$ cat src/rtl/mips_memctl.sv
// Memory controller between the multicycle mips core and exmem: wait states, posted write buffer, read stall.
// Latency: writes 0 cycles when the buffer has room; reads WAITS+3 cycles plus (WAITS+2) per buffered write.
// Backpressure: cpu_ready stays low on a write while the buffer is full and on a read until data returns.
//
// Parameters: WIDTH (data/address width), WAITS (0..15 idle cycles before each access),
//             WBDEPTH (write-buffer entries, power of 2, >= 2).
// Ports:  clk, reset (async, active low)
//         cpu_read/cpu_write/cpu_adr/cpu_wdata in, cpu_rdata/cpu_ready out (core side)
//         mem_en/mem_we/mem_adr/mem_wdata out, mem_rdata in (synchronous memory side)
// Optional build macro MIPS_MEMCTL_FWD_EN: reads that hit a buffered write are answered from the
// buffer (youngest matching entry) without touching memory.
module mips_memctl #(
    parameter int WIDTH   = 8,
    parameter int WAITS   = 1,
    parameter int WBDEPTH = 2
) (
    input  logic             clk,
    input  logic             reset,
    input  logic             cpu_read,
    input  logic             cpu_write,
    input  logic [WIDTH-1:0] cpu_adr,
    input  logic [WIDTH-1:0] cpu_wdata,
    output logic [WIDTH-1:0] cpu_rdata,
    output logic             cpu_ready,
    output logic             mem_en,
    output logic             mem_we,
    output logic [WIDTH-1:0] mem_adr,
    output logic [WIDTH-1:0] mem_wdata,
    input  logic [WIDTH-1:0] mem_rdata
);

    localparam int         PW      = $clog2(WBDEPTH);
    localparam logic [3:0] WAIT_LD = 4'(WAITS);
    localparam logic [PW:0] FULL   = WBDEPTH[PW:0];

    typedef enum logic [2:0] {
        IDLE,
        WR_WAIT,
        WR_ISSUE,
        RD_WAIT,
        RD_ISSUE,
        RD_DATA,
        DONE
    } state_t;

    state_t           state_q, state_d;
    logic [3:0]       wcnt_q, wcnt_d;
    logic [WIDTH-1:0] rdata_q, rdata_d;
    logic [PW-1:0]    head_q, tail_q;
    logic [PW:0]      count_q;
    logic [WIDTH-1:0] wb_adr_q [WBDEPTH];
    logic [WIDTH-1:0] wb_dat_q [WBDEPTH];

    logic             push;
    logic             pop;
    logic             rd_req;
    logic             fwd_hit;
    logic [WIDTH-1:0] fwd_dat;

    // A write is accepted whenever there is room, regardless of what the drain FSM is doing.
    // Gating with reset keeps cpu_ready low while the block is held in reset.
    assign push   = cpu_write && (count_q != FULL) && reset;
    assign pop    = (state_q == WR_ISSUE);
    // A simultaneous read+write is a write; the read half is ignored.
    assign rd_req = cpu_read && !cpu_write;

`ifdef MIPS_MEMCTL_FWD_EN
    logic [PW-1:0] idx;

    // Walk valid entries oldest to youngest so the youngest match overrides older ones.
    always_comb begin
        fwd_hit = 1'b0;
        fwd_dat = '0;
        idx     = '0;
        for (int k = 0; k < WBDEPTH; k++) begin
            idx = head_q + PW'(k);
            if ((k < int'(count_q)) && (wb_adr_q[idx] == cpu_adr)) begin
                fwd_hit = 1'b1;
                fwd_dat = wb_dat_q[idx];
            end
        end
    end
`else
    assign fwd_hit = 1'b0;
    assign fwd_dat = '0;
`endif

    always_comb begin
        state_d = state_q;
        wcnt_d  = wcnt_q;
        rdata_d = rdata_q;
        case (state_q)
            IDLE: begin
                if (rd_req && fwd_hit) begin
                    rdata_d = fwd_dat;
                    state_d = DONE;
                end else if (count_q != '0) begin
                    // Buffered writes always go to memory before any read so order is kept.
                    if (WAITS == 0) begin
                        state_d = WR_ISSUE;
                    end else begin
                        state_d = WR_WAIT;
                        wcnt_d  = WAIT_LD;
                    end
                end else if (rd_req) begin
                    if (WAITS == 0) begin
                        state_d = RD_ISSUE;
                    end else begin
                        state_d = RD_WAIT;
                        wcnt_d  = WAIT_LD;
                    end
                end
            end
            WR_WAIT: begin
                if (wcnt_q == 4'd1) begin
                    state_d = WR_ISSUE;
                end else begin
                    wcnt_d = wcnt_q - 4'd1;
                end
            end
            WR_ISSUE: state_d = IDLE;
            RD_WAIT: begin
                if (wcnt_q == 4'd1) begin
                    state_d = RD_ISSUE;
                end else begin
                    wcnt_d = wcnt_q - 4'd1;
                end
            end
            RD_ISSUE: state_d = RD_DATA;
            RD_DATA: begin
                // Synchronous memory: data for the RD_ISSUE strobe is present now.
                rdata_d = mem_rdata;
                state_d = DONE;
            end
            DONE:    state_d = IDLE;
            default: state_d = IDLE;
        endcase
    end

    // Memory strobes decode purely from state; everything is zero outside the issue states.
    always_comb begin
        mem_en    = 1'b0;
        mem_we    = 1'b0;
        mem_adr   = '0;
        mem_wdata = '0;
        case (state_q)
            WR_ISSUE: begin
                mem_en    = 1'b1;
                mem_we    = 1'b1;
                mem_adr   = wb_adr_q[head_q];
                mem_wdata = wb_dat_q[head_q];
            end
            RD_ISSUE: begin
                mem_en  = 1'b1;
                mem_adr = cpu_adr;
            end
            default: ;
        endcase
    end

    assign cpu_ready = push || (state_q == DONE);
    assign cpu_rdata = rdata_q;

    always_ff @(posedge clk or negedge reset) begin
        if (!reset) begin
            state_q <= IDLE;
            wcnt_q  <= '0;
            rdata_q <= '0;
            head_q  <= '0;
            tail_q  <= '0;
            count_q <= '0;
        end else begin
            state_q <= state_d;
            wcnt_q  <= wcnt_d;
            rdata_q <= rdata_d;
            if (push) begin
                tail_q <= tail_q + 1'b1;
            end
            if (pop) begin
                head_q <= head_q + 1'b1;
            end
            // Simultaneous push and pop leaves the occupancy unchanged.
            if (push && !pop) begin
                count_q <= count_q + 1'b1;
            end else if (pop && !push) begin
                count_q <= count_q - 1'b1;
            end
        end
    end

    // Entry storage needs no reset: validity is tracked by count/head.
    always_ff @(posedge clk) begin
        if (push) begin
            wb_adr_q[tail_q] <= cpu_adr;
            wb_dat_q[tail_q] <= cpu_wdata;
        end
    end

endmodule

$ cat config.mk
export PLATFORM = sky130hd
export DESIGN_NAME = mips_memctl
export DESIGN_NICKNAME = d
export VERILOG_FILES = /design/src/rtl/mips_memctl.sv
export SDC_FILE = /design/constraint.sdc
export NUM_CORES = 1
export LEC_CHECK = 0
export ABC_AREA = 0
export ABC_CLOCK_PERIOD_IN_PS = 2300
export CORE_MARGIN = 2
export CORE_UTILIZATION = 48
export CTS_BUF_LIST = sky130_fd_sc_hd__clkbuf_4 sky130_fd_sc_hd__clkbuf_8 sky130_fd_sc_hd__clkbuf_16
export CTS_CLUSTER_DIAMETER = 120
export DETAILED_ROUTE_END_ITERATION = 12
export GPL_TIMING_DRIVEN = 0
export PLACE_DENSITY = 0.9
export SYNTH_ARGS = -nofsm -noshare
export SYNTH_HDL_FRONTEND = slang
export SYNTH_SLANG_ARGS = --single-unit
$ cat constraint.sdc
create_clock -name clk -period 2.3 [get_ports clk]
set_clock_uncertainty 0.05 [all_clocks]
set_input_delay 0.575 -clock clk [delete_from_list [all_inputs] [get_ports clk]]
set_output_delay 0.575 -clock clk [all_outputs]
set_load 0.1 [all_outputs]
==> impl_metrics.tcl <==
set metrics [dict create \
    tightest_slew_ps 972 \
    status "finished, final reports clean" \
    fin_tns_setup_ps 0 \
    cpPeakStageDelay_ps 450 \
    cts_tree "done" \
    rsz0062_at_grt "yes" \
    setup_viol 0 \
    rrSetupSlack_ps 520 \
    ctsHoldBuffers 0 \
    hpwl_um 2770 \
    nFillCells 303 \
    finalCriticalPeriod_ps 2300 \
    cp_top_family "simple AND/OR/NAND/NOR gates" \
    max_cap_viol_count 0 \
    worst-setup-path-type "flop to output pin" \
    numCtsBuffers 5 \
    drc_errors 0 \
    drtIter0Drc 131 \
    netlist_instances 157 \
    clk_latency_ps 300 \
    worstRegToRegCells 3 \
    grt_pass1_wl_um 6360 \
    ys_seq_area_share_pct 67.2 \
    gp_congestion 0.740 \
    die_area_um2 5000 \
    holdCritPathClass "input port to asynchronous set/reset pin" \
    crit_arrival_ps 1670 \
    hold_viol 0 \
    grtUsageTotal_pct 16.6 \
    synthFlopType "edfxtp_1" \
    core-area_um2 4320 \
    synthTopCellsByArea "edfxtp_1, dfrtp_1, mux2i_1" \
    grt_max_degree 21 \
    start_util_pct 49.4 \
    path_cells "or2_4, nor2_4, nand2_1, o21ai_2, buf_12" \
    synth_common_cells "edfxtp_1, dfrtp_1, nor2_1" \
    antenna_found_initial 0 \
    max_freq_mhz 436 \
    final_nets 251 \
    syn_area_um2 2140 \
    area_growth_pct 43.9 \
    synth_cell_types 30 \
    synth_seq_cells 51 \
    cp.required_ps 1670 \
    slew_violations 0 \
    cp_max_fo 8 \
    grt_remaining_overflow 0 \
    die_w_um 70.7 \
    synth_area_leader_cell "edfxtp_1" \
    port_buffers 54 \
    rr_startpoint "count_q[1]" \
    antenna_cells 0 \
    min_period_over_period_pct 99.8 \
    synth_edf_count 32 \
    rows 24 \
    start_kind "flop" \
    die-height_um 70.7 \
    crit_slowest_cell "dfrtp_2" \
    antenna_left 0 \
    wirelength_um 4230 \
    async_flop_share_pct 37.3 \
    cts_root_buffer "clkbuf_8" \
    drt-pass1-iter-count 4 \
    clk_pin_slew_worst_paths_ps 90 \
    endpoint_kind "output pin" \
    vias 1432 \
    clock_sinks 51 \
    reg2reg_to "wb_adr_q[0][2]" \
    synth.most_common_cell "edfxtp_1" \
    slew_headroom_pct 35.4 \
    htreeDepth 2 \
    yosysWarnings 0 \
    grt_pass1_vias 1437 \
    path_buf_inv 1 \
    ios 55 \
    yosys.area.top_type_share_pct 45.0 \
    cts_max_path_buffers 2 \
    synth.avg_cell_area_um2 13.6 \
    wl_per_cell_um 15.5 \
    synthesis.nets 188 \
    drive_above_1_share_pct 33.0 \
    routed_via_density 5.25 \
]
-- per-layer routing --
metal	GRT usage, %	vias up	part of all wire, %
li1	-	685	-
met2	27.6	43	51
met4	6.92	0	1.4
met3	4.84	5	5.9
met5	0	-	0
met1	20.4	699	42
-- sequential cells by signal (all words and copies together) (netlist names) --
register / flops
count_q: 2
wb_adr_q: 16
tail_q: 1
state_q: 3
wb_dat_q: 16
head_q: 1
wcnt_q: 4
cpu_rdata: 8
-- what timing repair did --
item	4_1_cts	5_1_grt
pin swaps	1	1
resized for setup	160	30
setup endpoints to repair	61	19
buffers inserted	1	1
-- layout by cell type (no fill, tap or decap), drive strengths merged, types with 5 or more instances in the layout --
cell type and count:
clkbuf 5, nor2 18, inv 6, a31oi 5, mux2 8, clkdlybuf4s50 26
mux2i 16, o21ai 10, dfrtp 19, buf 26, edfxtp 32, dlygate4sd2 8
nand2 14
-- how the worst max path moves through the flow --
| stage | from | cells after the start | to | slack (ps) |
|---|---|---|---|---|
| floorplan | state_q[1] | 4 | mem_adr[0] | -200 |
| global placement | reset | 4 | cpu_ready | -1630 |
| detailed placement | reset | 4 | cpu_ready | -1660 |
| CTS | state_q[0] | 5 | mem_adr[5] | 0.1 |
| global route | state_q[0] | 5 | mem_adr[7] | -80 |
| finish | state_q[0] | 5 | mem_adr[7] | 5 |
-- area by class of cell --
class / instances / area, um^2 / share of cell area [%]
clock buffer: 5 / 68.8 / 2.24
inverter: 6 / 22.5 / 0.733
sequential: 51 / 1440 / 46.8
tap: 52 / 65.1 / 2.12
multi-input combinational: 96 / 773 / 25.2
timing repair buffer: 56 / 652 / 21.2
clock inverter: 3 / 20.0 / 0.651
buffer: 4 / 33.8 / 1.10
-- metrics by stage --
step | std cells | hold WS [ps] | util (%) | setup WS, ps | instance area, um^2
floorplan | 157 | 229 | - | -200 | 2200
global placement | 263 | 426 | 64.9 | -1630 | 2810
detailed placement | 263 | 440 | 64.9 | -1660 | 2810
CTS | 272 | 85.6 | 68.1 | 0.0989 | 2940
global route | 273 | 84.1 | 71.1 | -84.3 | 3070
finish | 273 | 80.3 | 71.1 | 4.84 | 3070
-- logic make-up (layout without fill, tap and decap cells) --
| logic type | count (synthesis) | after routing | synth area share (%) |
|---|---|---|---|
| compound gates | 20 | 20 | 5.74 |
| simple gates | 44 | 44 | 9.66 |
| flops | 51 | 51 | 67.2 |
| mux | 24 | 24 | 11.7 |
| xor+xnor | 5 | 5 | 2.05 |
| buf+inv | 10 | 74 | 1.87 |
| fa+ha+maj | 3 | 3 | 1.76 |
Power is not shown: default switching activity piles up to over one toggle a cycle in this logic, so the estimate is an artifact.
